$ cat src/rtl/rcl_stream.sv
`default_nettype none
// ============================================================================
//  Module   : rcl_stream
//  Purpose  : Streaming line/circle relation classifier. Each query arrives
//             as a 3-beat triplet (m,a | n,b | k,c) describing the line
//             a*x+b*y+c=0 and the circle (x-m)^2+(y-n)^2=k. One result per
//             triplet leaves a fixed-latency, fully pipelined datapath.
//  Ports    : clk       - clock, rising edge
//             rst_n     - asynchronous active-low reset
//             in_valid  - beat valid; a triplet is 3 consecutive high cycles
//             coef_Q    - beat0 m, beat1 n, beat2 k (unsigned)
//             coef_L    - beat0 a, beat1 b, beat2 c
//             out_valid - one-cycle pulse per completed triplet
//             out       - 0 none, 1 tangent, 2 two points, 3 degenerate line
//             out_idx   - sequence number of the result (wraps)
//  Revision : 1.0 - initial release
// ============================================================================
module rcl_stream #(
    parameter int W    = 5,
    parameter int IDXW = 4
) (
    input  logic            clk,
    input  logic            rst_n,
    input  logic            in_valid,
    input  logic [W-1:0]    coef_Q,
    input  logic [W-1:0]    coef_L,
    output logic            out_valid,
    output logic [1:0]      out,
    output logic [IDXW-1:0] out_idx
);

    localparam logic [1:0] c_BEAT0 = 2'd0;
    localparam logic [1:0] c_BEAT1 = 2'd1;
    localparam logic [1:0] c_BEAT2 = 2'd2;

    // ------------------------------------------------------------------
    // Beat sequencer
    // ------------------------------------------------------------------
    logic [1:0] state_q, state_d;
    logic       w_cap0, w_cap1, w_launch;

    always_ff @(posedge clk or negedge rst_n) begin
        if (!rst_n) state_q <= c_BEAT0;
        else        state_q <= state_d;
    end

    // A low in_valid at any point returns to beat0, which both aborts a
    // partial triplet and makes the next high cycle a fresh beat0.
    always_comb begin
        state_d = c_BEAT0;
        if (in_valid) begin
            case (state_q)
                c_BEAT0: state_d = c_BEAT1;
                c_BEAT1: state_d = c_BEAT2;
                default: state_d = c_BEAT0;
            endcase
        end
    end

    always_comb begin
        w_cap0   = in_valid && (state_q == c_BEAT0);
        w_cap1   = in_valid && (state_q == c_BEAT1);
        w_launch = in_valid && (state_q == c_BEAT2);
    end

    // ------------------------------------------------------------------
    // Registers
    // ------------------------------------------------------------------
    // Beat capture and launch stage
    logic signed [W-1:0]     m_q, m_d, a_q, a_d, n_q, n_d, b_q, b_d;
    logic                    v0_q, v0_d;
    logic [W-1:0]            k0_q, k0_d;
    logic signed [W-1:0]     c0_q, c0_d;
    // S1: products
    logic                    v1_q, v1_d, degen1_q, degen1_d;
    logic signed [2*W-1:0]   aa1_q, aa1_d, bb1_q, bb1_d, am1_q, am1_d, bn1_q, bn1_d;
    logic [W-1:0]            k1_q, k1_d;
    logic signed [W-1:0]     c1_q, c1_d;
    // S2: sums
    logic                    v2_q, v2_d, degen2_q, degen2_d;
    logic signed [2*W:0]     den2_q, den2_d;
    logic signed [2*W+1:0]   num2_q, num2_d;
    logic [W-1:0]            k2_q, k2_d;
    // S3: squared distance terms
    logic                    v3_q, v3_d, degen3_q, degen3_d;
    logic [4*W+3:0]          lhs3_q, lhs3_d, rhs3_q, rhs3_d;
    // S4: outputs
    logic                    out_valid_q, out_valid_d;
    logic [1:0]              out_q, out_d;
    logic [IDXW-1:0]         out_idx_q, out_idx_d, idx_cnt_q, idx_cnt_d;

    // ------------------------------------------------------------------
    // Operand extension. Every operand is widened to the result width
    // before multiplying so the products are exact at any W.
    // ------------------------------------------------------------------
    logic signed [2*W-1:0]   w_a_ext, w_b_ext, w_m_ext, w_n_ext;
    logic signed [4*W+3:0]   w_num_ext, w_num_sq;
    logic [4*W+3:0]          w_den_ext, w_k_ext;

    assign w_a_ext   = {{W{a_q[W-1]}}, a_q};
    assign w_b_ext   = {{W{b_q[W-1]}}, b_q};
    assign w_m_ext   = {{W{m_q[W-1]}}, m_q};
    assign w_n_ext   = {{W{n_q[W-1]}}, n_q};
    assign w_num_ext = {{(2*W+2){num2_q[2*W+1]}}, num2_q};
    assign w_num_sq  = w_num_ext * w_num_ext;
    // den is a sum of squares, hence non-negative: zero-extend it.
    assign w_den_ext = {{(2*W+3){1'b0}}, den2_q};
    assign w_k_ext   = {{(3*W+4){1'b0}}, k2_q};

    // ------------------------------------------------------------------
    // Next-state datapath
    // ------------------------------------------------------------------
    always_comb begin
        m_d = m_q;
        a_d = a_q;
        n_d = n_q;
        b_d = b_q;
        if (w_cap0) begin
            m_d = coef_Q;
            a_d = coef_L;
        end
        if (w_cap1) begin
            n_d = coef_Q;
            b_d = coef_L;
        end

        // k and c are held here; m,a,n,b stay stable until the edge that
        // loads S1 even when the next beat0 follows immediately.
        v0_d = w_launch;
        k0_d = w_launch ? coef_Q : k0_q;
        c0_d = w_launch ? coef_L : c0_q;

        v1_d     = v0_q;
        aa1_d    = w_a_ext * w_a_ext;
        bb1_d    = w_b_ext * w_b_ext;
        am1_d    = w_a_ext * w_m_ext;
        bn1_d    = w_b_ext * w_n_ext;
        degen1_d = (a_q == '0) && (b_q == '0);
        k1_d     = k0_q;
        c1_d     = c0_q;

        v2_d     = v1_q;
        den2_d   = {aa1_q[2*W-1], aa1_q} + {bb1_q[2*W-1], bb1_q};
        num2_d   = {{2{am1_q[2*W-1]}}, am1_q}
                 + {{2{bn1_q[2*W-1]}}, bn1_q}
                 + {{(W+2){c1_q[W-1]}}, c1_q};
        degen2_d = degen1_q;
        k2_d     = k1_q;

        v3_d     = v2_q;
        lhs3_d   = w_num_sq;
        rhs3_d   = w_den_ext * w_k_ext;
        degen3_d = degen2_q;

        // Output stage: out is only non-zero during the pulse; out_idx
        // latches the running count and holds it until the next result.
        out_valid_d = v3_q;
        out_d       = 2'd0;
        out_idx_d   = out_idx_q;
        idx_cnt_d   = idx_cnt_q;
        if (v3_q) begin
            if (degen3_q)               out_d = 2'd3;
            else if (lhs3_q == rhs3_q)  out_d = 2'd1;
            else if (lhs3_q < rhs3_q)   out_d = 2'd2;
            else                        out_d = 2'd0;
            out_idx_d = idx_cnt_q;
            idx_cnt_d = idx_cnt_q + {{(IDXW-1){1'b0}}, 1'b1};
        end
    end

    always_ff @(posedge clk or negedge rst_n) begin
        if (!rst_n) begin
            m_q         <= '0;
            a_q         <= '0;
            n_q         <= '0;
            b_q         <= '0;
            v0_q        <= 1'b0;
            k0_q        <= '0;
            c0_q        <= '0;
            v1_q        <= 1'b0;
            aa1_q       <= '0;
            bb1_q       <= '0;
            am1_q       <= '0;
            bn1_q       <= '0;
            degen1_q    <= 1'b0;
            k1_q        <= '0;
            c1_q        <= '0;
            v2_q        <= 1'b0;
            den2_q      <= '0;
            num2_q      <= '0;
            degen2_q    <= 1'b0;
            k2_q        <= '0;
            v3_q        <= 1'b0;
            lhs3_q      <= '0;
            rhs3_q      <= '0;
            degen3_q    <= 1'b0;
            out_valid_q <= 1'b0;
            out_q       <= 2'd0;
            out_idx_q   <= '0;
            idx_cnt_q   <= '0;
        end else begin
            m_q         <= m_d;
            a_q         <= a_d;
            n_q         <= n_d;
            b_q         <= b_d;
            v0_q        <= v0_d;
            k0_q        <= k0_d;
            c0_q        <= c0_d;
            v1_q        <= v1_d;
            aa1_q       <= aa1_d;
            bb1_q       <= bb1_d;
            am1_q       <= am1_d;
            bn1_q       <= bn1_d;
            degen1_q    <= degen1_d;
            k1_q        <= k1_d;
            c1_q        <= c1_d;
            v2_q        <= v2_d;
            den2_q      <= den2_d;
            num2_q      <= num2_d;
            degen2_q    <= degen2_d;
            k2_q        <= k2_d;
            v3_q        <= v3_d;
            lhs3_q      <= lhs3_d;
            rhs3_q      <= rhs3_d;
            degen3_q    <= degen3_d;
            out_valid_q <= out_valid_d;
            out_q       <= out_d;
            out_idx_q   <= out_idx_d;
            idx_cnt_q   <= idx_cnt_d;
        end
    end

    assign out_valid = out_valid_q;
    assign out       = out_q;
    assign out_idx   = out_idx_q;

endmodule
`default_nettype wire
$ cat config.mk
export PLATFORM = sky130hd
export DESIGN_NAME = rcl_stream
export DESIGN_NICKNAME = d
export VERILOG_FILES = /design/src/rtl/rcl_stream.sv
export SDC_FILE = /design/constraint.sdc
export NUM_CORES = 1
export LEC_CHECK = 0
export CAP_MARGIN = 5
export CORE_MARGIN = 2
export CORE_UTILIZATION = 30
export CTS_CLUSTER_SIZE = 25
export DETAILED_ROUTE_END_ITERATION = 10
export HOLD_SLACK_MARGIN = 0.15
export PLACE_DENSITY = 0.49
export SLEW_MARGIN = 20
export SYNTH_ARGS = -nofsm -noshare
export SYNTH_HDL_FRONTEND = slang
export SYNTH_SLANG_ARGS = --single-unit
$ cat constraint.sdc
create_clock -name clk -period 16.1 [get_ports clk]
set_input_delay 1.61 -clock clk [delete_from_list [all_inputs] [get_ports clk]]
set_output_delay 1.61 -clock clk [all_outputs]
set_load 0.02 [all_outputs]
==> metrics.yaml <==
hold_path:
  holdPathStages: 0
  min_path_type: "register to register"
clocking:
  clock-sinks: 165
  tritoncts: "done"
  hold_buffers: 0
  cts.path.max_buffers: 2
  numCtsBuffers: 17
  htreeDepth: 4
  cts_resized: 0
  cts_setup_buffers: 0
  clk_pin_slew_worst_paths_ps: 80
  worstSkewPairLatency_ps: 440
  root_buffer: "clkbuf_16"
timing:
  period_share: 0.3649
  worst_slew_pin_slew_ps: 951.6
  rsz0062_at_grt: "false"
  finalHoldViolCount: 0
  slew_headroom: 0.3656
  finalSetupViolCount: 0
  tns_ps: 0
  period_minus_slack_ps: 5875
  clock.fmax_mhz: 170.2
  drv_slew: 0
  clock_skew_ps: 15.91
drt:
  wl_met2_mm: 14.50
  routed-wl-met3_um: 766
  first_pass_iters: 4
  wl_mm: 29.39
  vias: 9792
  drcViolationCount: 0
  wl_met1_mm: 13.84
  vias_per_cell: 4.364
  postRouteAntennaNets: 0
  wl_per_cell_um: 13.09
  top_layer: "met4"
  drtIter0Drc: 447
worst_setup_path:
  crit_path_end_kind: "register"
  r2r_setup_slack_ps: 10230
  critPathLaunchType: "register"
  slowest_delay_ps: 620
  cpMaxStageDelayCell: "dfrtp_1"
  crit_family: "adder cells"
  cp.required_ps: 16480
  crit_type: "register to register"
  reg2reg_depth: 19
  path_max_fanout: 13
  cp.depth: 19
  worstPathArrival_ps: 6260
  path_buf_inv: 5
  path_cells: "inv_1 -> nor2_1 -> fa_1 -> fa_1 -> inv_1 -> fa_1 -> inv_1 -> fa_1 -> inv_1 -> fa_1 -> inv_1 -> ha_1 -> nand2_1 -> nor2_1 -> nand2_1 -> o21ai_0 -> a41oi_1 -> nor4b_1 -> a311o_1"
placed_design:
  gp_congestion: 0.8279
  portBuffers: 19
  dpl.hpwl_mm: 24.17
synthesis:
  synth-edff-count: 0
  ys_warn_count: 0
  syn_avg_cell_area_um2: 10.20
  yosys_most_used_dff: "dfrtp_1"
  synthArstFlopShare: 1.000
  ys_ff_latch: 165
  syn_inst: 1545
  ys_seq_area_frac: 0.2621
  ys_types: 50
  netlist_area_um2: 15750
cells_and_area:
  final_cell_mix: "inv_1, fa_1, dfrtp_1, nand2_1, ha_1"
  antenna_cells: 0
  syn_to_final_growth_pct: 9.825
  layout-drive-gt1-share: 0.03645
  final_common_cell: "inv_1"
  regArea_um2: 4129
  multi_input_area_um2: 10220
  fin_nets: 1953
  nFillCells: 5241
floorplanning:
  core_um2: 51610
  io_pins: 20
  die-area_um2: 54360
  start_util: 0.3052
  die_y_um: 233.1
  die_w_um: 233.1
  rows: 83
outcome:
  status: "completed"
grt:
  grt_first_pass_wirelength_mm: 51.69
  antenna_found_initial: 0
  grt_pass1_vias: 10740
  grt_max_degree: 99
  grt_overflow_total: 0
  gr-usage-all-layers: 0.1188
run:
  maxCapViolCount: 0
-- cells in the mapped netlist (3+ instances only) --
| cell | number | area share |
|---|---|---|
| inv_1 | 341 | 0.081 |
| fa_1 | 226 | 0.29 |
| dfrtp_1 | 165 | 0.26 |
| nand2_1 | 164 | 0.039 |
| ha_1 | 163 | 0.13 |
| and2_1 | 97 | 0.039 |
| xnor2_1 | 71 | 0.039 |
| a21oi_1 | 48 | 0.015 |
| nor2_1 | 48 | 0.011 |
| clkbuf_1 | 35 | 0.0083 |
| o21ai_0 | 26 | 0.0083 |
| xor2_1 | 19 | 0.011 |
| a21o_1 | 16 | 0.0076 |
| nand2b_1 | 14 | 0.0056 |
| mux2_2 | 13 | 0.0093 |
| o21bai_1 | 13 | 0.0062 |
| nor2b_1 | 11 | 0.0044 |
| nor3_1 | 9 | 0.0029 |
| a211oi_1 | 6 | 0.0029 |
| or4_1 | 5 | 0.0024 |
| nor4_1 | 4 | 0.0016 |
| o21a_1 | 4 | 0.0019 |
| a2111oi_0 | 3 | 0.0017 |
| and3_1 | 3 | 0.0012 |
| nand3_1 | 3 | 0.00095 |
| nand3b_1 | 3 | 0.0014 |
| nand4_1 | 3 | 0.0012 |
| o211ai_1 | 3 | 0.0014 |
| or2_2 | 3 | 0.0012 |
-- metrics by stage --
step | hold WS [ps] | utilization | cells | area (um2) | worst slack, ps
2_1_floorplan | 331.2 | - | 1546 | 15760 | 10800
3_3_place_gp | 331.3 | 0.3232 | 2212 | 16680 | 10350
3_5_place_dp | 335.5 | 0.3232 | 2212 | 16680 | 10310
4_1_cts | 353.0 | 0.3352 | 2244 | 17300 | 10270
5_1_grt | 358.5 | 0.3352 | 2244 | 17300 | 9656
6_report | 349.4 | 0.3352 | 2244 | 17300 | 10230
-- per-layer routing --
layer  GRT usage  vias up
met5           0        -
met1      0.1573     4960
met3     0.01965       23
li1            -     4706
met2      0.2048      103
met4     0.02269        0
-- logic make-up (layout without fill, tap and decap cells) --
family / count (synthesis) / after routing / synth area share
other cells: 1 / 2 / 0.0002381
flops: 165 / 165 / 0.2621
buf+inv: 376 / 394 / 0.08960
xor+xnor: 90 / 90 / 0.05004
fa+ha+maj: 389 / 389 / 0.4167
simple gates: 373 / 373 / 0.1149
compound gates: 136 / 136 / 0.05592
mux: 15 / 15 / 0.01056
-- sequential cells by signal, summed over array words and instances, names as in the netlist, 9 cells and up --
signal	flops
am1_q	10
den2_q	11
lhs3_q	23
num2_q	12
bb1_q	9
rhs3_q	16
bn1_q	10
aa1_q	9
-- path summary, 6_finish.rpt --
path / startpoint / end
max: num2_q[11] / lhs3_q[22]
min reg2reg: v0_q / v1_q
max in group asynchronous: rst_n / out_idx[0]
min in group asynchronous: rst_n / bb1_q[7]
min: v0_q / v1_q
max reg2reg: num2_q[11] / lhs3_q[22]
-- cell type report --
class | instances | share of cell area
Clock inverter | 14 | 0.01034
Tap cell | 680 | 0.04918
Sequential cell | 165 | 0.2387
Multi-Input combinational cell | 1005 | 0.5905
Timing Repair Buffer | 21 | 0.01193
Clock buffer | 18 | 0.02539
Inverter | 341 | 0.07399
-- worst register-to-register path: stages, from the launching register on --
cell     delay, ps
dfrtp_1        620
inv_1          350
nor2_1         220
fa_1           460
fa_1           490
inv_1           50
fa_1           470
inv_1           50
fa_1           530
inv_1           50
fa_1           530
inv_1           40
ha_1           340
nand2_1         90
nor2_1         180
nand2_1         70
o21ai_0        500
a41oi_1        300
nor4b_1        320
a311o_1        160
Power is left out: the tool's default activity adds up to more than one toggle a clock period on the data nets, which glitch-free logic cannot reach.
